File: src/rtl/seq_divider_ctrl_if.sv
// Start/busy/done handshake and operand/result bus of the sequential divider.
// The execute stage drives the master side; the divider is the slave.
interface seq_divider_ctrl_if #(
    parameter int WIDTH = 64
);
    logic             start;
    logic             cancel;
    logic [WIDTH-1:0] dividend;
    logic [WIDTH-1:0] divisor;
    logic             busy;
    logic             done;
    logic [WIDTH-1:0] quotient;
    logic [WIDTH-1:0] remainder;
    logic             div_by_zero;

    modport master (
        output start, cancel, dividend, divisor,
        input  busy, done, quotient, remainder, div_by_zero
    );

    modport slave (
        input  start, cancel, dividend, divisor,
        output busy, done, quotient, remainder, div_by_zero
    );
endinterface

File: src/rtl/seq_divider_ctrl.sv
// Multi-cycle unsigned restoring divider: one shared subtractor, one
// quotient bit per cycle, start/busy/done handshake with flush cancel.
module adder_subtractor #(
    parameter int WIDTH = 64
) (
    input  logic [WIDTH-1:0] a,
    input  logic [WIDTH-1:0] b,
    input  logic             sub,
    output logic [WIDTH-1:0] result,
    output logic             carry_out
);
    logic [WIDTH:0] sum;

    // carry_out == 1 on subtract means no borrow (a >= b)
    assign sum       = {1'b0, a} + {1'b0, b ^ {WIDTH{sub}}} + {{WIDTH{1'b0}}, sub};
    assign result    = sum[WIDTH-1:0];
    assign carry_out = sum[WIDTH];
endmodule

module seq_divider_ctrl #(
    parameter int WIDTH = 64,
    parameter int CNT_W = 6
) (
    input  logic               clk,
    input  logic               reset_n,
    seq_divider_ctrl_if.slave  bus
);
    typedef enum logic [1:0] {IDLE, RUN, DONE} state_t;

    localparam logic [CNT_W-1:0] LAST_CNT = {CNT_W{1'b1}};

    state_t           state_q, state_d;
    logic [WIDTH-1:0] divisor_q, divisor_d;
    logic [WIDTH-1:0] quo_work_q, quo_work_d;
    logic [WIDTH-1:0] rem_work_q, rem_work_d;
    logic [CNT_W-1:0] cnt_q, cnt_d;
    logic             busy_q, busy_d;
    logic             done_q, done_d;
    logic [WIDTH-1:0] quotient_q, quotient_d;
    logic [WIDTH-1:0] remainder_q, remainder_d;
    logic             dbz_q, dbz_d;

    logic [WIDTH-1:0] shifted;
    logic [WIDTH-1:0] diff;
    logic             carry_out;
    logic             take;
    logic             accept;

    assign shifted = {rem_work_q[WIDTH-2:0], quo_work_q[WIDTH-1]};

    adder_subtractor #(.WIDTH(WIDTH)) u_addsub (
        .a         (shifted),
        .b         (divisor_q),
        .sub       (1'b1),
        .result    (diff),
        .carry_out (carry_out)
    );

    // A set top bit means the shifted value exceeds any 64-bit divisor
    assign take   = rem_work_q[WIDTH-1] | carry_out;
    assign accept = (state_q != RUN) && bus.start;

    always_ff @(posedge clk or negedge reset_n) begin
        if (!reset_n) begin
            state_q     <= IDLE;
            divisor_q   <= '0;
            quo_work_q  <= '0;
            rem_work_q  <= '0;
            cnt_q       <= '0;
            busy_q      <= 1'b0;
            done_q      <= 1'b0;
            quotient_q  <= '0;
            remainder_q <= '0;
            dbz_q       <= 1'b0;
        end else begin
            state_q     <= state_d;
            divisor_q   <= divisor_d;
            quo_work_q  <= quo_work_d;
            rem_work_q  <= rem_work_d;
            cnt_q       <= cnt_d;
            busy_q      <= busy_d;
            done_q      <= done_d;
            quotient_q  <= quotient_d;
            remainder_q <= remainder_d;
            dbz_q       <= dbz_d;
        end
    end

    always_comb begin
        state_d = state_q;
        case (state_q)
            IDLE, DONE: begin
                if (accept) begin
                    state_d = (bus.divisor == '0) ? DONE : RUN;
                end else begin
                    state_d = IDLE;
                end
            end
            RUN: begin
                if (bus.cancel) begin
                    state_d = IDLE;
                end else if (cnt_q == LAST_CNT) begin
                    state_d = DONE;
                end
            end
            default: state_d = IDLE;
        endcase
    end

    always_comb begin
        divisor_d   = divisor_q;
        quo_work_d  = quo_work_q;
        rem_work_d  = rem_work_q;
        cnt_d       = cnt_q;
        done_d      = 1'b0;
        quotient_d  = quotient_q;
        remainder_d = remainder_q;
        dbz_d       = dbz_q;
        busy_d      = (state_d == RUN);

        if (accept) begin
            if (bus.divisor == '0) begin
                quotient_d  = '1;
                remainder_d = bus.dividend;
                dbz_d       = 1'b1;
                done_d      = 1'b1;
            end else begin
                divisor_d  = bus.divisor;
                quo_work_d = bus.dividend;
                rem_work_d = '0;
                cnt_d      = '0;
            end
        end else if (state_q == RUN && !bus.cancel) begin
            rem_work_d = take ? diff : shifted;
            quo_work_d = {quo_work_q[WIDTH-2:0], take};
            cnt_d      = cnt_q + CNT_W'(1);
            // Results publish from the final iteration's next values directly
            if (cnt_q == LAST_CNT) begin
                quotient_d  = quo_work_d;
                remainder_d = rem_work_d;
                dbz_d       = 1'b0;
                done_d      = 1'b1;
            end
        end
    end

    assign bus.busy        = busy_q;
    assign bus.done        = done_q;
    assign bus.quotient    = quotient_q;
    assign bus.remainder   = remainder_q;
    assign bus.div_by_zero = dbz_q;
endmodule

File: src/flat_wrapper.sv
// flat-port wrapper written by rule: the top's interface ports become plain ports
module seq_divider_ctrl_flat 
#(
    parameter int WIDTH = 64,
    parameter int CNT_W = 6
)
  (clk, reset_n, bus_start, bus_cancel, bus_dividend, bus_divisor, bus_busy, bus_done, bus_quotient, bus_remainder, bus_div_by_zero);
  seq_divider_ctrl_if #(.WIDTH(WIDTH)) bus_i ();
  input  logic clk;
  input  logic reset_n;
  input wire logic [$bits(bus_i.start)-1:0] bus_start;
  input wire logic [$bits(bus_i.cancel)-1:0] bus_cancel;
  input wire logic [$bits(bus_i.dividend)-1:0] bus_dividend;
  input wire logic [$bits(bus_i.divisor)-1:0] bus_divisor;
  output wire logic [$bits(bus_i.busy)-1:0] bus_busy;
  output wire logic [$bits(bus_i.done)-1:0] bus_done;
  output wire logic [$bits(bus_i.quotient)-1:0] bus_quotient;
  output wire logic [$bits(bus_i.remainder)-1:0] bus_remainder;
  output wire logic [$bits(bus_i.div_by_zero)-1:0] bus_div_by_zero;
  assign bus_i.start = bus_start;
  assign bus_i.cancel = bus_cancel;
  assign bus_i.dividend = bus_dividend;
  assign bus_i.divisor = bus_divisor;
  assign bus_busy = bus_i.busy;
  assign bus_done = bus_i.done;
  assign bus_quotient = bus_i.quotient;
  assign bus_remainder = bus_i.remainder;
  assign bus_div_by_zero = bus_i.div_by_zero;
  seq_divider_ctrl #(.WIDTH(WIDTH), .CNT_W(CNT_W)) u_core (.clk(clk), .reset_n(reset_n), .bus(bus_i));
endmodule
File: config.mk
export PLATFORM = sky130hd
export DESIGN_NAME = seq_divider_ctrl_flat
export DESIGN_NICKNAME = d
export VERILOG_FILES = /design/src/rtl/seq_divider_ctrl_if.sv /design/src/rtl/seq_divider_ctrl.sv /design/src/flat_wrapper.sv
export SDC_FILE = /design/constraint.sdc
export NUM_CORES = 1
export LEC_CHECK = 0
export ABC_AREA = 1
export BUFFER_PORTS_ARGS = -buffer_cell sky130_fd_sc_hd__buf_4
export CAP_MARGIN = 20
export CORE_ASPECT_RATIO = 1.75
export CORE_MARGIN = 4
export CORE_UTILIZATION = 54
export CTS_CLUSTER_SIZE = 24
export DETAILED_ROUTE_END_ITERATION = 6
export PLACE_DENSITY = 0.78
export RECOVER_POWER = 25
export SYNTH_ARGS = -nofsm -noshare
export SYNTH_HDL_FRONTEND = slang
export SYNTH_SLANG_ARGS = --single-unit
File: constraint.sdc
create_clock -name clk -period 2.5 [get_ports clk]
set_input_delay 0.5 -clock clk [delete_from_list [all_inputs] [get_ports clk]]
set_output_delay 0.5 -clock clk [all_outputs]
set_load 0.005 [all_outputs]
==> results.tsv <==
metric	value	unit
outcome	complete, but fails checks	
violations	design-rule violations, negative setup slack	
p_per_area	701	mW/mm2
hold_class	in2reg	
yosys.area.top_type	dfrtp_1	
vias_per_cell	5.69	
hpwlAfterDp	70500	um
floorplan.die_area	0.0429	mm2
p_leak	17.6	nW
crit_chain	ha_1 -> nand2_1 -> buf_4 -> nor2_2 -> nand2_1 -> inv_1 -> nand2_1 -> nand3_4 -> buf_4 -> xor2_1 -> nand2_4 -> nand2_2 -> nand2_1 -> nand2_1	
grt_max_degree	74	
routed-via-count	25000	
htree_levels	1	
p_sw	8.54	mW
timing.hold.ws	0.111	ns
ios	263	
async_reset_ff_frac	1.00	
io_buffers	262	
critPathTopFamily	simple AND/OR/NAND/NOR gates	
yosys_register_bits	331	
worst_pin_slew	1.31	ns
p_clk_frac	0.230	
synth.top_cell.area_share	0.388	
worst_slack	-0.203	ns
start_util	0.545	
pre_cts_slack	-0.786	ns
synth_cell_type_count	38	
grt_usage	0.428	
final_max_slew_viol_count	0	
cts.clk_slew.worst_paths	0.07	ns
ys_seq_area_frac	0.388	
peakVddDrop	0.792	mV
place_congestion	1.04	
critPathMaxFanout	4	
cts_tree	done	
maxSlewHeadroom	0.126	
synth_edf_count	0	
drive_gt1_frac	0.305	
die_y	271	um
arrival	3.25	ns
synth_common_cells	1135 x nand2_1, 535 x inv_1, 331 x dfrtp_1	
grt_pass1_vias	24800	
skew	0.0478	ns
post_drt_wl_per_cell	22.4	um
pwr-share-comb	0.449	
fin_util	0.767	
min_period_over_period	1.08	
synth_area_per_cell	6.64	um2
critPathSlowestCell	dfrtp_1	
clockRootBuffer	clkbuf_16	
grt_pass1_wl	139000	um
ant_nets	0	
area_delta_synth_final	40.7	%
post_dp_cell_area	0.0273	mm2
syn_inst	3216	
num_rows	96	
swShare	0.405	
antenna_found_initial	1	
fin_area	0.0300	mm2
crit_top_cell	nand2_1	
die_w	158	um
cts.sinks	331	
finalSetupViolations	121	
drt_first_iter_violations	2962	
cts_buffer_depth	3	
routed_wl	98400	um
crit_buf_inv	3	
ys.warnings.count	0	
overflow	0	
critPathLaunchType	flip-flop	
firstDrtPassIters	7	
fmax	0.370	GHz
cts_made_buffers	31	
setup_tns	-7.96	ns
p_int	12.5	mW
crit_required	3.04	ns
nNetsFinal	4088	
slowest_delay	0.41	ns
end_kind	flip-flop	
critPathKind	reg2reg	
drc	14	
rsz0062_at_grt	yes	
worstSkewPairLatency	0.64	ns
layout_min_cycle_time	2.70	ns
synth_area_leaders	dfrtp_1 39%, nand2_1 20%, inv_1 9.4%, nor2_1 4.3%, a21oi_1 4.1%	
ys.flop_type	dfrtp_1	
drv_cap	0	
seqPwrFrac	0.320	
core	0.0392	mm2
finalHoldViolations	0	
synth_most_common_cell	nand2_1	
syn-num-nets	3414	
synth_area	0.0213	mm2
-- through the flow --
stage	total power [mW]	instances
global placement	14.6	4317
floorplan	10.8	3216
global route	21.9	4398
finish	21.1	4399
detailed placement	15.0	4317
CTS	20.1	4382
-- cells by family after synthesis --
kind of cell,Yosys count,synth area share
flip-flops,331,0.388
buffers and inverters,665,0.120
XOR/XNOR,32,0.0131
adder cells (fa/ha/maj),66,0.0390
AND/OR/NAND/NOR,1725,0.337
AO/OA/AOI/OAI,397,0.103
-- state kept, by name (all words and copies together), names as in the netlist --
register                cells
u_core.bus.remainder       64
u_core.bus.busy             1
u_core.cnt_q                6
u_core.bus.div_by_zero      1
u_core.state_q              2
u_core.bus.quotient        64
u_core.divisor_q           64
u_core.rem_work_q          64
u_core.bus.done             1
u_core.quo_work_q          64
-- path summary, 6_finish.rpt --
check / from / endpoint / slack [ns] / cells after the start
max reg2reg: u_core.rem_work_q[20] / u_core.rem_work_q[22] / -0.20 / 14
min: bus_divisor[59] / u_core.divisor_q[59] / 0.11 / 3
max in group asynchronous: reset_n / u_core.rem_work_q[29] / 0.18 / 3
min reg2reg: u_core.divisor_q[3] / u_core.divisor_q[3] / 0.49 / 2
max: u_core.rem_work_q[20] / u_core.rem_work_q[22] / -0.20 / 14
min in group asynchronous: reset_n / u_core.bus.quotient[17] / 0.75 / 2
-- final cells by class --
| cell class | instances | area [um2] |
|---|---|---|
| clock inverter | 11 | 113 |
| tap | 490 | 613 |
| inverter | 547 | 2050 |
| sequential | 331 | 8290 |
| clock buffer | 40 | 870 |
| fill | 2733 | 9130 |
| timing repair buffer | 758 | 6210 |
| antenna | 1 | 2.50 |
| multi-input combinational | 2221 | 11900 |
-- layer usage --
metal,vias to the layer above,share of wire,track usage
met2,1641,0.49,0.743
met3,666,0.076,0.0677
li1,11300,-,-
met1,11500,0.31,0.421
met4,0,0.13,0.395
met5,-,0,0
-- power by group through the flow --
stage               clock network (mW)  logic (mW)  registers, mW
floorplan                            0        4.11           6.65
global placement                     0        7.93           6.70
detailed placement                   0        8.22           6.76
CTS                               4.83        8.56           6.68
global route                      5.03        10.1           6.79
finish                            4.85        9.47           6.74
-- cells in the final DEF, fill, tap and decap left out, types with 4 or more instances in the layout --
master / Yosys / layout
nand2_1: 1135 / 1008
clkinv_2: 0 / 5
nor4_1: 19 / 16
inv_2: 10 / 27
buf_16: 0 / 4
o21ai_0: 142 / 139
nand2_4: 0 / 34
nor2_2: 3 / 24
nor2_1: 243 / 216
xor2_1: 31 / 30
a21boi_0: 63 / 52
dfrtp_2: 0 / 5
buf_4: 4 / 710
clkbuf_8: 0 / 6
nand2_8: 0 / 6
a21boi_1: 0 / 8
buf_6: 4 / 10
nor2_4: 1 / 7
ha_4: 0 / 23
nand4_1: 87 / 87
buf_12: 0 / 21
o21bai_1: 9 / 9
nand3_4: 0 / 5
a21oi_2: 1 / 13
buf_8: 0 / 4
nor3_1: 12 / 10
nand2_2: 24 / 112
dfrtp_1: 331 / 326
nand3_2: 1 / 44
nand3_1: 131 / 83
clkbuf_16: 0 / 36
a21oi_1: 174 / 160
inv_1: 535 / 518
or2_2: 66 / 66
ha_1: 65 / 41
-- worst reg2reg max path, cell delays in order, from the launching register on --
cell and delay (ns):
dfrtp_1 0.41, ha_1 0.35, nand2_1 0.15, buf_4 0.18
nor2_2 0.19, nand2_1 0.12, inv_1 0.10, nand2_1 0.10
nand3_4 0.16, buf_4 0.14, xor2_1 0.41, nand2_4 0.09
nand2_2 0.09, nand2_1 0.06, nand2_1 0.09
-- timing repair --
item | in CTS | in global routing
gates resized for setup | 96 | 268
endpoints found under the hold margin | 40 | 0
cloned | 4 | 7
hold buffers | 1 | 0
endpoints found under the setup margin | 130 | 191
setup buffers | 9 | 10
pin swaps | 8 | 41
Power figures use the tool's default switching activity.
